==> src/rtl/p405s_dcu_plb_rd_fill_if.sv <==
// Bundle of DCU fill-request, PLB read-data and line-fill result signals.
// The fill unit sits on the slave modport. The DCU/PLB side (or a bench) sits on master.
interface p405s_dcu_plb_rd_fill_if #(
  parameter int LINE_DW = 4,
  parameter int DW      = 64
);
  localparam int AW = $clog2(LINE_DW);

  logic                     DCU_fillReq;
  logic [AW-1:0]            DCU_fillTgtDw;
  logic                     DCU_fillAbort;
  logic                     PLB_dcuRdDAck;
  logic [AW-1:0]            PLB_dcuRdWdAddr;
  logic [0:DW-1]            PLB_dcuRdDBus;
  logic                     PLB_dcuRdComp;
  logic                     fillBusy;
  logic                     critValid;
  logic [0:DW-1]            critData;
  logic                     fillDone;
  logic [0:LINE_DW*DW-1]    fillLine;
  logic                     fillErr;

  modport master (
    output DCU_fillReq, DCU_fillTgtDw, DCU_fillAbort,
    output PLB_dcuRdDAck, PLB_dcuRdWdAddr, PLB_dcuRdDBus, PLB_dcuRdComp,
    input  fillBusy, critValid, critData, fillDone, fillLine, fillErr
  );

  modport slave (
    input  DCU_fillReq, DCU_fillTgtDw, DCU_fillAbort,
    input  PLB_dcuRdDAck, PLB_dcuRdWdAddr, PLB_dcuRdDBus, PLB_dcuRdComp,
    output fillBusy, critValid, critData, fillDone, fillLine, fillErr
  );
endinterface

==> src/rtl/p405s_dcu_plb_rd_fill.sv <==
// DCU line-fill capture from the PLB read-data bus.
// Beats may arrive in any order. Each beat is placed by its doubleword address, and the target
// doubleword is forwarded early. The finished line is presented with a one-cycle fillDone pulse.
// A duplicate beat or an early complete ends the fill with a one-cycle fillErr pulse.
module p405s_dcu_plb_rd_fill #(
  parameter int LINE_DW = 4,
  parameter int DW      = 64
) (
  input logic CB,
  input logic rstN,
  p405s_dcu_plb_rd_fill_if.slave bus
);
  localparam int AW = $clog2(LINE_DW);
  localparam int CW = AW + 1;

  typedef enum logic [1:0] {IDLE, FILL, DONE, ERR} state_t;

  state_t                 stateQ, stateD;
  logic [LINE_DW-1:0]     maskQ;
  logic [CW-1:0]          cntQ;
  logic [AW-1:0]          tgtQ;
  logic [0:DW-1]          critDataQ;
  logic [0:LINE_DW*DW-1]  lineQ;
  logic                   critValidQ;
  logic                   fillDoneQ;
  logic                   fillErrQ;

  logic                   beatHit;
  logic                   beatDup;
  logic                   beatNew;
  logic                   lastBeat;

  // State register; reset drops straight back to IDLE
  always_ff @(posedge CB or negedge rstN) begin
    if (!rstN) stateQ <= IDLE;
    else       stateQ <= stateD;
  end

  // Beat classification and next state: abort beats everything, then duplicate, then completion
  always_comb begin
    beatHit  = (stateQ == FILL) && bus.PLB_dcuRdDAck && !bus.DCU_fillAbort;
    beatDup  = beatHit && maskQ[bus.PLB_dcuRdWdAddr];
    beatNew  = beatHit && !maskQ[bus.PLB_dcuRdWdAddr];
    lastBeat = beatNew && (cntQ == CW'(LINE_DW - 1));
    stateD   = stateQ;
    case (stateQ)
      IDLE: if (bus.DCU_fillReq) stateD = FILL;
      FILL: begin
        if (bus.DCU_fillAbort)       stateD = IDLE;
        else if (beatDup)            stateD = ERR;
        else if (lastBeat)           stateD = DONE;
        else if (bus.PLB_dcuRdComp)  stateD = ERR;
      end
      DONE:    stateD = IDLE;
      ERR:     stateD = IDLE;
      default: stateD = IDLE;
    endcase
  end

  // Fill datapath: latch target on request, place accepted beats, forward the critical doubleword
  always_ff @(posedge CB or negedge rstN) begin
    if (!rstN) begin
      maskQ      <= '0;
      cntQ       <= '0;
      tgtQ       <= '0;
      critDataQ  <= '0;
      lineQ      <= '0;
      critValidQ <= 1'b0;
      fillDoneQ  <= 1'b0;
      fillErrQ   <= 1'b0;
    end else begin
      critValidQ <= beatNew && (bus.PLB_dcuRdWdAddr == tgtQ);
      fillDoneQ  <= (stateD == DONE);
      fillErrQ   <= (stateD == ERR);
      if (stateQ == IDLE && bus.DCU_fillReq) begin
        tgtQ  <= bus.DCU_fillTgtDw;
        maskQ <= '0;
        cntQ  <= '0;
      end
      if (beatNew) begin
        lineQ[int'(bus.PLB_dcuRdWdAddr) * DW +: DW] <= bus.PLB_dcuRdDBus;
        maskQ[bus.PLB_dcuRdWdAddr]                  <= 1'b1;
        cntQ                                        <= cntQ + 1'b1;
        if (bus.PLB_dcuRdWdAddr == tgtQ) critDataQ <= bus.PLB_dcuRdDBus;
      end
    end
  end

  assign bus.fillBusy  = (stateQ != IDLE);
  assign bus.critValid = critValidQ;
  assign bus.critData  = critDataQ;
  assign bus.fillDone  = fillDoneQ;
  assign bus.fillLine  = lineQ;
  assign bus.fillErr   = fillErrQ;
endmodule
==> src/flat_wrapper.sv <==
// flat-port wrapper written by rule: the top's interface ports become plain ports
module p405s_dcu_plb_rd_fill_flat 
#(
  parameter int LINE_DW = 4,
  parameter int DW      = 64
)
  (CB, rstN, bus_DCU_fillReq, bus_DCU_fillTgtDw, bus_DCU_fillAbort, bus_PLB_dcuRdDAck, bus_PLB_dcuRdWdAddr, bus_PLB_dcuRdDBus, bus_PLB_dcuRdComp, bus_fillBusy, bus_critValid, bus_critData, bus_fillDone, bus_fillLine, bus_fillErr);
  p405s_dcu_plb_rd_fill_if #(.LINE_DW(LINE_DW), .DW(DW)) bus_i ();
  input logic CB;
  input logic rstN;
  input wire logic [$bits(bus_i.DCU_fillReq)-1:0] bus_DCU_fillReq;
  input wire logic [$bits(bus_i.DCU_fillTgtDw)-1:0] bus_DCU_fillTgtDw;
  input wire logic [$bits(bus_i.DCU_fillAbort)-1:0] bus_DCU_fillAbort;
  input wire logic [$bits(bus_i.PLB_dcuRdDAck)-1:0] bus_PLB_dcuRdDAck;
  input wire logic [$bits(bus_i.PLB_dcuRdWdAddr)-1:0] bus_PLB_dcuRdWdAddr;
  input wire logic [$bits(bus_i.PLB_dcuRdDBus)-1:0] bus_PLB_dcuRdDBus;
  input wire logic [$bits(bus_i.PLB_dcuRdComp)-1:0] bus_PLB_dcuRdComp;
  output wire logic [$bits(bus_i.fillBusy)-1:0] bus_fillBusy;
  output wire logic [$bits(bus_i.critValid)-1:0] bus_critValid;
  output wire logic [$bits(bus_i.critData)-1:0] bus_critData;
  output wire logic [$bits(bus_i.fillDone)-1:0] bus_fillDone;
  output wire logic [$bits(bus_i.fillLine)-1:0] bus_fillLine;
  output wire logic [$bits(bus_i.fillErr)-1:0] bus_fillErr;
  assign bus_i.DCU_fillReq = bus_DCU_fillReq;
  assign bus_i.DCU_fillTgtDw = bus_DCU_fillTgtDw;
  assign bus_i.DCU_fillAbort = bus_DCU_fillAbort;
  assign bus_i.PLB_dcuRdDAck = bus_PLB_dcuRdDAck;
  assign bus_i.PLB_dcuRdWdAddr = bus_PLB_dcuRdWdAddr;
  assign bus_i.PLB_dcuRdDBus = bus_PLB_dcuRdDBus;
  assign bus_i.PLB_dcuRdComp = bus_PLB_dcuRdComp;
  assign bus_fillBusy = bus_i.fillBusy;
  assign bus_critValid = bus_i.critValid;
  assign bus_critData = bus_i.critData;
  assign bus_fillDone = bus_i.fillDone;
  assign bus_fillLine = bus_i.fillLine;
  assign bus_fillErr = bus_i.fillErr;
  p405s_dcu_plb_rd_fill #(.LINE_DW(LINE_DW), .DW(DW)) u_core (.CB(CB), .rstN(rstN), .bus(bus_i));
endmodule
==> config.mk <==
export PLATFORM = sky130hd
export DESIGN_NAME = p405s_dcu_plb_rd_fill_flat
export DESIGN_NICKNAME = d
export VERILOG_FILES = /design/src/rtl/p405s_dcu_plb_rd_fill_if.sv /design/src/rtl/p405s_dcu_plb_rd_fill.sv /design/src/flat_wrapper.sv
export SDC_FILE = /design/constraint.sdc
export NUM_CORES = 1
export LEC_CHECK = 0
export ABC_AREA = 0
export BUFFER_PORTS_ARGS = -buffer_cell sky130_fd_sc_hd__buf_2
export CAP_MARGIN = 30
export CORE_UTILIZATION = 27
export DETAILED_ROUTE_END_ITERATION = 7
export PLACE_DENSITY = 0.49
export SKIP_CTS_REPAIR_TIMING = 1
export SYNTH_ARGS = -nofsm -noshare
export SYNTH_HDL_FRONTEND = slang
export SYNTH_SLANG_ARGS = --single-unit
export TNS_END_PERCENT = 5
==> constraint.sdc <==
create_clock -name CB -period 3.6 [get_ports CB]
set_input_delay 0.36 -clock CB [delete_from_list [all_inputs] [get_ports CB]]
set_output_delay 0.36 -clock CB [all_outputs]
set_load 0.01 [all_outputs]
-- Word level (Yosys, flattened, before mapping)
Cells that the tools add are included.
- $add $sub $neg: 2
- magnitude comparators: 2
- equal/unequal tests: 7
- shift operators: 2
- mux-type cells: 15
- bitwise gates (word level): 2
- reductions and logical operators: 15
- operators by type and width (operator ; number):
    variable shift 257 x 33 -> 256 bit (first input constant) ; 1
    indexed part select 257 x 33 -> 256 bit ; 1
    bitwise mux 256 bit ; 1
    negation 32 -> 33 bit ; 1
    NOT 8 -> 32 bit ; 1
    2-to-1 mux 2 bit ; 5
    equality test 2 bit (second input constant) ; 4
    logical AND 1 bit ; 8
    2-to-1 mux 4 bit ; 2
    2-to-1 mux 3 bit ; 2
    one-hot mux 2 bit (3 select lines) ; 1
    OR 4 bit ; 1
    nonzero test 2 bit ; 2
    adder 3 x 1 -> 3 bit (second input constant) ; 1
    equality test 3 x 2 -> 1 bit (second input constant) ; 1
    less-than comparator 2 x 3 -> 1 bit (second input constant) ; 1
    binary-select mux 1 bit (select 2 bit) ; 1
    demux 1 bit (select 2 bit) ; 1
    equality test 2 x 1 -> 1 bit (second input constant) ; 1
    equality test 2 bit ; 1
    greater-or-equal comparator 2 x 1 -> 1 bit (second input constant) ; 1
    logical NOT 1 bit ; 2
    logical NOT 2 bit ; 1
    2-to-1 mux 1 bit ; 2
    2 further kinds ; 2
- bits in registers: 334
- input port bits: 74
- output and inout bits: 324

-- Depth between registers and ports, before layout
Gate-level depths: netlist of run 1.
- depth after elaboration: 10
- gate-level depth with buffers: 5
- depth with buffers taken out: 5

-- Least setup slack after synthesis of run 1
OpenSTA, ideal clock, no wires.
- path type: input to register
- start: in bus_PLB_dcuRdWdAddr[0]
- end: reg u_core.critDataQ, in the netlist u_core.bus.critData[10]
- library setup time: 0.127 ns
- arrival time: 1.856 ns
- data required time: 3.473 ns
- setup slack: 1.617 ns
- cell stages on the path: 5
- path buffers: 2
- path through: mux4_2 nor4_2 buf_4 buf_6 mux2_1
- longest elaborated chain between the ends: 5
- elaborated cells between the ends (all ways): 6
- ends and longest elaborated chain (what ; RTL line ; text):
    start, declared ; flat_wrapper.sv:15 ; input wire logic [$bits(bus_i.PLB_dcuRdWdAddr)-1:0] bus_PLB_dcuRdWdAddr;
    binary-select mux 1 bit (select 2 bit) ; p405s_dcu_plb_rd_fill.sv:43 ; beatNew = beatHit && !maskQ[bus.PLB_dcuRdWdAddr];
    2-to-1 mux 1 bit (implied by the code) ; p405s_dcu_plb_rd_fill.sv:43 ;
    logical NOT 1 bit ; p405s_dcu_plb_rd_fill.sv:43 ;
    logical AND 1 bit ; p405s_dcu_plb_rd_fill.sv:43 ;
    AND reduction 2 bit (no line) (*) ; - ;
    end signal, assigned ; p405s_dcu_plb_rd_fill.sv:84 ; if (bus.PLB_dcuRdWdAddr == tgtQ) critDataQ <= bus.PLB_dcuRdDBus;
    end, declared ; p405s_dcu_plb_rd_fill.sv:22 ; logic [0:DW-1] critDataQ;
Every way passes the cells marked *; elsewhere a longest branch is shown, timed or not. The select of a mux whose other input is x is not followed.
A chain may end at the register's enable or synchronous reset.

-- Worst setup path after layout of run 1
- start: reg u_core.stateQ[1]
- end: reg u_core.lineQ, in the netlist u_core.bus.fillLine[195]
- longest elaborated chain between the ends: 4
- ends and longest elaborated chain (what ; RTL line ; text):
    start, declared ; p405s_dcu_plb_rd_fill.sv:18 ; state_t stateQ, stateD;
    start signal, assigned ; p405s_dcu_plb_rd_fill.sv:36 ; else stateQ <= stateD;
    equality test 2 x 1 -> 1 bit ; p405s_dcu_plb_rd_fill.sv:41 ; beatHit = (stateQ == FILL) && bus.PLB_dcuRdDAck && !bus.DCU_fillAbort;
    logical AND 1 bit (2 in series) ; p405s_dcu_plb_rd_fill.sv:41 ;
    logical AND 1 bit ; p405s_dcu_plb_rd_fill.sv:43 ;
    end signal, assigned by index ; p405s_dcu_plb_rd_fill.sv:81 ; lineQ[int'(bus.PLB_dcuRdWdAddr) * DW +: DW] <= bus.PLB_dcuRdDBus;
    end, declared ; p405s_dcu_plb_rd_fill.sv:23 ; logic [0:LINE_DW*DW-1] lineQ;
No other way between the ends.

==> metrics.txt, run 1 <==
CTS sink cnt 334; total global routing overflow 0; multi-input logic area 3955 µm²; TNS Setup 0 ns; WL final 33.79 mm; drc violations 0; die area 47220 µm²; status finished clean; Final setup viols 0; Post-synth ARST share 100.0%; commonest non-fill, non-tap cell in the layout buf_2; CP Data Arrival Time around 2.8 ns; row count a little under 80; First DRT Iteration DRCs 303; Syn Inst Count around 730; sequential cell area 8358 µm²; maximum vdd ir drop 0.4280 mV; fin util 36.55%; WL/cell 18.97 µm; TritonCTS clock tree yes; Final #Nets 1229; Worst slew margin 49.24%; Primary FF master, synth dfrtp_1; synth warn 0; Avg Inst Size Synth approximately 17 µm²; Syn Std Cell Area 12520 µm²; GP Congestion 0.7506; register area share after synthesis 66.78%; CTS Root Cell clkbuf_16; CP top delay family simple AND/OR/NAND/NOR gates; non-filler cells, final 1781; Via Count about 7800; Buffers on Ports just under 400; Pre-Repair DR Iteration Count 4; worst min path class in -> reg; # fillers 4411; worst-margin pin slew roughly 0.76 ns; share of cells above drive strength 1 a little under two thirds; Setup Skew 0.01162 ns; Cell variety after synth 27; Max clock buf depth 3; Tcrit/Tclk final 66.26%; IO Pins 398; clk slew on worst S/H paths 0.06 ns; Setup CP Type reg -> reg; Period minus WS final 2.385 ns; initial antenna violation count 0; Max Freq 419.2 MHz; fin worst setup slack 1.215 ns; Routed Antenna Nets 0; dpl hpwl between 20 and 25 mm; CP dominant cell by count nand4bb_4; number of flops mapped to enable cells by yosys 0; Initial Util 27.46%; n_diodes 0; Setup crit start kind flop; Placed Area 15290 µm²; largest net degree at the start of global routing 94; first-pass GRT wire length approximately 52 mm; slowest CP cell nand4bb_4; via/cell ratio 4.357; crit end category flop; cell taking the most area after synthesis dfrtp_1; worst-path fanout max 25; total track usage 14.31%; Mapped Nets roughly 800; Yosys reg bits 334; RSZ-0062 raised after global routing no; commonest non-fill, non-tap cells in the layout 396 x buf_2, 334 x dfrtp_1, 264 x mux2_2; number of max-cap violations 0; critical-path cell list nand4bb_4, nand4bb_4, buf_4, mux2_1; Hold Slack between 0.05 and 0.06 ns; pwr/cell area 898.7 nW/µm²; die width around 220 µm; Placed Instances 1711; final hold viol count 0; top area cells in the synthesized netlist dfrtp_1 67%, mux2_2 24%, mux2_1 5.2%, buf_6 0.90%, buf_2 0.72%; LEAKAGE around 8.3 nW; number of global-route vias before repair 8034; total power draw between 10 and 15 mW; maximum cell stage delay along the critical path 0.64 ns; total CTS buffers 39; Die Span Y 217.3 µm; Core Box Area 45580 µm²; clock latency on the worst-skew pair 0.54 ns; Critical path buffers and inverters 1; share of the synthesized area in the top cell type 66.78%; dpl ws 1.123 ns; CP required 4.01 ns; post-route cell area about 17000 µm²; H-Tree Depth 2; Final Max Slew Viols 0; Area Overhead vs Synth 33.10%
## state kept, by name, indices dropped and copies added (netlist names)
| signal | cells |
|---|---|
| u_core.bus.critData | 64 |
| u_core.bus.critValid | 1 |
| u_core.bus.fillDone | 1 |
| u_core.bus.fillErr | 1 |
| u_core.bus.fillLine | 256 |
| u_core.cntQ | 3 |
| u_core.maskQ | 4 |
| u_core.stateQ | 2 |
| u_core.tgtQ | 2 |
## kinds of logic (layout without fill, tap and decap cells)
group	count (synthesis)	in the layout	share of synthesized area (%)
compound gates	7	7	0.3499
simple gates	23	23	1.190
fa+ha+maj	2	2	0.1999
mux	326	326	29.39
flops	334	334	66.78
buf+inv	38	487	1.950
xor+xnor	2	2	0.1400
## final timing paths
path                       slack (ns)  cells after the start                     from                        to
setup / recovery                 1.21                      4         u_core.stateQ[1]  u_core.bus.fillLine[195]
hold / removal                   0.05                      2     bus_DCU_fillTgtDw[0]            u_core.tgtQ[0]
setup reg to reg                 1.21                      4         u_core.stateQ[1]  u_core.bus.fillLine[195]
hold reg to reg                  0.48                      1  u_core.bus.critData[45]   u_core.bus.critData[45]
max in group asynchronous        2.22                      4                     rstN  u_core.bus.fillLine[135]
min in group asynchronous        0.47                      2                     rstN   u_core.bus.fillLine[48]
## power by group
| group | internal (mW) | leakage, nW | switching (mW) |
|---|---|---|---|
| clock | 2.61 | 0.659 | 1.56 |
| combinational | 2.30 | 3.48 | 2.30 |
| sequential | 5.41 | 4.20 | 0.786 |
## synthesized netlist by cell type (2+ instances only)
cell,count
xor2_1,2
ha_1,2
mux2_1,58
buf_6,10
a21oi_1,2
nand2_1,9
nor2_1,5
buf_2,18
mux2i_1,3
inv_1,2
a21o_1,2
mux2_2,264
clkbuf_1,7
o21ai_0,2
dfrtp_1,334
## layer usage
| layer | track usage (%) | part of all wire [%] | up-vias |
|---|---|---|---|
| met2 | 22.14 | 46 | 246 |
| li1 | - | - | 3442 |
| met3 | 4.305 | 6.8 | 47 |
| met5 | 0 | 0 | - |
| met4 | 4.883 | 2.2 | 0 |
| met1 | 18.97 | 45 | 4024 |
## layout make-up
type                       count  area share (%)
multi-input combinational    360           23.74
tap                          600           4.507
inverter                       2         0.04507
clock inverter                15           1.397
timing repair buffer         416           13.38
clock buffer                  54           6.752
sequential                   334           50.17
Note: power is estimated with default switching activity, not from simulation.
==> inputs of run 2 (changes only) <==
Clock period 3.6 ns to 2.4 ns, I/O delays scaled along.
==> metrics.txt, run 2 (synthesis results as in run 1) <==
status complete, but fails checks; violated checks negative hold slack; TritonCTS clock tree yes; Crit. Startpoint u_core.maskQ[2]; Pre-Repair DR Iteration Count 4 (unchanged); first-pass GRT wire length 52.55 mm (+1.9%); Hold Slack -0.004385 ns (-0.05880 ns); final hold viol count 1 (+1); Setup Skew 0.01088 ns (-0.0007472 ns); GP Congestion 0.7619 (+1.5%); hold_sp bus_PLB_dcuRdDBus[40]; fin util 37.52% (+0.97 points); Core Box Area 45580 µm² (unchanged); Area Overhead vs Synth 36.64%; H-Tree Depth 2 (unchanged); CP Data Arrival Time 2.58 ns (-0.22 ns); LEAKAGE 8.530 nW (+2.3%); via/cell ratio 4.352 (about the same); share of cells above drive strength 1 60.70% (-2.7 points); initial antenna violation count 1 (+1); CTS sink cnt 334 (unchanged); worst-margin pin slew 0.6115 ns (-0.1499 ns); Max clock buf depth 3 (unchanged); clock latency on the worst-skew pair 0.53 ns (about the same); row count 78 (unchanged); First DRT Iteration DRCs 287 (-5.3%); worst-path fanout max 16 (-36%); Period minus WS final 2.182 ns (-0.2037 ns); WL/cell 18.76 µm (-1.1%); total track usage 14.48% (+0.17 points); commonest non-fill, non-tap cells in the layout 396 x buf_2, 334 x dfrtp_1, 264 x mux2_2; Worst slew margin 59.23% (+10 points); number of max-cap violations 0 (unchanged); die width 217.3 µm (unchanged); RSZ-0062 raised after global routing no; total power draw 21.88 mW (+46%); flip-flop count of the largest register after layout 256 (unchanged); number of global-route vias before repair 8394 (+4.5%); CP required 2.80 ns (-1.21 ns); CTS Root Cell clkbuf_16; pwr/cell area 1279 nW/µm² (+42%); commonest non-fill, non-tap cell in the layout buf_2; total CTS buffers 38 (-2.6%); Die Span Y 217.3 µm (unchanged); Setup crit start kind flop; maximum vdd ir drop 0.6076 mV (+42%); largest net degree at the start of global routing 69 (-27%); IO Pins 398 (unchanged); Max Freq 458.4 MHz (+9.3%); Buffers on Ports 397 (unchanged); Initial Util 27.46% (unchanged); worst min path class in -> reg; Reg-to-Reg Start u_core.maskQ[2]; total global routing overflow 0 (unchanged); die area 47220 µm² (unchanged); Final #Nets 1285 (+4.6%); Tcrit/Tclk final 90.90% (+25 points); crit end category flop; Final setup viols 0 (unchanged); Via Count 7965 (+2.7%); Final Max Slew Viols 0 (unchanged); clk slew on worst S/H paths 0.06 ns (about the same); Routed Antenna Nets 0 (unchanged); drc violations 0 (unchanged); TNS Setup 0 ns (unchanged); WL final 34.34 mm (+1.6%); Setup CP Type reg -> reg; dpl hpwl 23.20 mm (+2.2%)
## run 2: cell types whose count changed in the layout (fill, tap and decap cells not counted), moves of 2 or more
cell	before	now
buf_4	11	13
dlygate4sd3_1	1	50
clkbuf_1	8	10
bufinv_16	6	1
buf_12	7	13
clkinv_2	6	3
clkinvlp_4	3	0
## run 2: final timing paths
check	slack, ns	cells after the start	endpoint
hold reg to reg	0.48	1	u_core.bus.critData[16]
setup reg to reg	0.22	5	u_core.bus.critData[46]
setup / recovery	0.22	5	u_core.bus.critData[46]
hold / removal	-0.004	2	u_core.bus.critData[23]
min in group asynchronous	0.28	2	u_core.bus.fillLine[162]
max in group asynchronous	1.33	3	u_core.bus.fillLine[28]
## run 2: per-layer routing
metal	GRT usage (%)	vias to the layer above	part of all wire [%]
met1	18.33	4100	43
met4	4.812	2	2.1
met2	23.44	252	48
met3	4.416	45	7.0
met5	0	-	0.029
li1	-	3566	-
## run 2: power by group
part	total, mW	switching, mW	internal [mW]
clock	5.55	2.24	3.32
combinational	7.01	3.49	3.53
sequential	9.31	1.19	8.12
total	21.9	6.92	15.0
## run 2: per-stage QoR
stage	cell area (µm²)	setup slack, ns	std cells	hold slack (ns)
after floorplan	12520	0.4273	732	-0.05559
after global placement	15430	0.2463	1719	0.2716
after detailed placement	15430	0.2107	1719	0.2639
after CTS	16600	0.1913	1779	-0.3287
after global routing	17100	0.07516	1829	0.002618
final	17100	0.2184	1830	-0.004385
## run 2: area by class of cell
type / instances / area [µm²]
antenna: 1 / 2.502
clock buffer: 55 / 1119
multi-input combinational: 360 / 3955
fill: 4396 / 28470
tap: 600 / 750.7
clock inverter: 5 / 53.80
sequential: 334 / 8358
timing repair buffer: 473 / 2855
inverter: 2 / 7.507
## run 2: critical path, stage by stage, from the launching register on
cell and delay, ns:
dfrtp_1 0.40, mux4_2 0.55, nor4_4 0.33, buf_12 0.23, buf_12 0.18, mux2_1 0.34
==> inputs of run 3 (changes only) <==
Settings changed: PLACE_DENSITY 0.49 to not set, PLACE_DENSITY_LB_ADDON set to 0.15.
Clock period 2.4 ns to 2.1 ns, I/O delays scaled along.
==> metrics.txt, run 3 (synthesis results as in run 1) <==
Final #Nets 1324 (+3.0%); largest net degree at the start of global routing 53 (-23%); initial antenna violation count 1 (unchanged); RSZ-0062 raised after global routing yes; Routed Antenna Nets 0 (unchanged); CTS sink cnt 334 (unchanged); non-filler cells, final 1871 (+2.2%); Reg-to-Reg Start u_core.maskQ[0]; Max clock buf depth 3 (unchanged); clk slew on worst S/H paths 0.06 ns (about the same); RR Endpoint u_core.bus.critData[60]; Final setup viols 0 (unchanged); IO Pins 398 (unchanged); dpl ws -0.05898 ns (-0.2697 ns); WL final 36.28 mm (+5.7%); Final Max Slew Viols 0 (unchanged); worst-margin pin slew 0.5129 ns (-0.09856 ns); worst-path fanout max 12 (-4); Setup CP Type reg -> reg; CTS Root Cell clkbuf_16; total track usage 15.09% (+0.61 points); GP Congestion 0.7616 (about the same); H-Tree Depth 2 (unchanged); dpl hpwl 24.73 mm (+6.6%); FF-to-FF path depth 5 (unchanged); via/cell ratio 4.329 (-0.53%); Area Overhead vs Synth 40.52%; Setup crit start kind flop; Max Freq 484.2 MHz (+5.6%); CP Data Arrival Time 2.48 ns (-0.10 ns); CP required 2.52 ns (-0.28 ns); share of cells above drive strength 1 60.90% (+0.20 points); TritonCTS clock tree yes; commonest non-fill, non-tap cell in the layout buf_2; TNS Setup 0 ns (unchanged); Die Span Y 217.3 µm (unchanged); Worst slew margin 65.80% (+6.6 points); Core Box Area 45580 µm² (unchanged); total global routing overflow 0 (unchanged); Buffers on Ports 397 (unchanged); post-route cell area 17590 µm² (+2.8%); final hold viol count 0 (-1); row count 78 (unchanged); Via Count 8100 (+1.7%); LEAKAGE 8.775 nW (+2.9%); Tcrit/Tclk final 98.36% (+7.5 points); die width 217.3 µm (unchanged); total power draw 25.47 mW (+16%); Worst Setup EP u_core.bus.critData[60]; worst min path class in -> reg; Pre-Repair DR Iteration Count 4 (unchanged); number of max-cap violations 0 (unchanged); WL/cell 19.39 µm (+3.4%); Crit. Startpoint u_core.maskQ[0]; Setup Skew 0.009630 ns (-0.001245 ns); Period minus WS final 2.065 ns (-0.1162 ns); status finished clean; worst reg-to-reg setup slack 0.03 ns (-0.18 ns); die area 47220 µm² (unchanged); number of global-route vias before repair 8253 (-1.7%); crit end category flop; Placed Area 15590 µm² (+1.1%); pwr/cell area 1448 nW/µm² (+13%); n_diodes 0 (-1); drc violations 0 (unchanged); total CTS buffers 39 (+2.6%); First DRT Iteration DRCs 319 (+11%); Placed Instances 1736 (+0.99%); Initial Util 27.46% (unchanged); clock latency on the worst-skew pair 0.54 ns (about the same); maximum vdd ir drop 0.6790 mV (+12%); first-pass GRT wire length 53.85 mm (+2.5%); commonest non-fill, non-tap cells in the layout 396 x buf_2, 334 x dfrtp_1, 264 x mux2_2; flip-flop count of the largest register after layout 256 (unchanged); fin worst setup slack 0.03452 ns (-0.1838 ns)
-- run 3: cell types whose count changed in the layout (fill, tap and decap cells not counted), sizes merged --
cell	change
bufinv	+1
clkbuf	+3
inv	-1
buf	+18
dlygate4sd3	+19
diode	-1
clkinv	+2
-- run 3: worst min path at each step --
| stage | from | to | slack, ns | depth (start not counted) |
|---|---|---|---|---|
| global placement | rstN | u_core.bus.fillLine[199] | 0.19 | 1 |
| floorplan | rstN | u_core.bus.critData[0] | -0.09 | 0 |
| detailed placement | rstN | u_core.bus.fillLine[197] | 0.18 | 1 |
| finish | bus_DCU_fillAbort | u_core.bus.fillErr | 0.01 | 4 |
| global route | bus_DCU_fillAbort | u_core.bus.fillErr | 0.01 | 4 |
| CTS | rstN | u_core.bus.fillLine[197] | -0.43 | 1 |
-- run 3: layer usage --
layer	vias up	GRT usage, %	share of wire, %
met5	-	0	0.036
met4	2	4.906	2.0
met3	45	4.514	6.5
met2	237	24.11	48
met1	4183	19.46	44
li1	3633	-	-
-- run 3: layout make-up --
class / instances / area [µm²]
inverter: 2 / 7.507
clock buffer: 57 / 1156
tap: 600 / 750.7
clock inverter: 7 / 88.84
sequential: 334 / 8358
timing repair buffer: 511 / 3247
fill: 4398 / 27990
multi-input combinational: 360 / 3979
-- run 3: power by group --
part | internal (mW) | switching (mW)
Clock | 4.03 | 2.65
Sequential | 9.28 | 1.34
Combinational | 4.11 | 4.05
-- run 3: critical path: stages, from the launching register on --
cell	delay, ns
dfrtp_1	0.42
mux4_2	0.52
nor4_4	0.24
buf_4	0.23
clkbuf_16	0.19
mux2_2	0.33
-- run 3: through the flow --
stage	utilization, %	hold slack (ns)
final	38.59	0.01046
after global routing	38.59	0.01395
after CTS	36.94	-0.4283
after detailed placement	34.21	0.1778
after global placement	34.21	0.1872
after floorplan	-	-0.08559
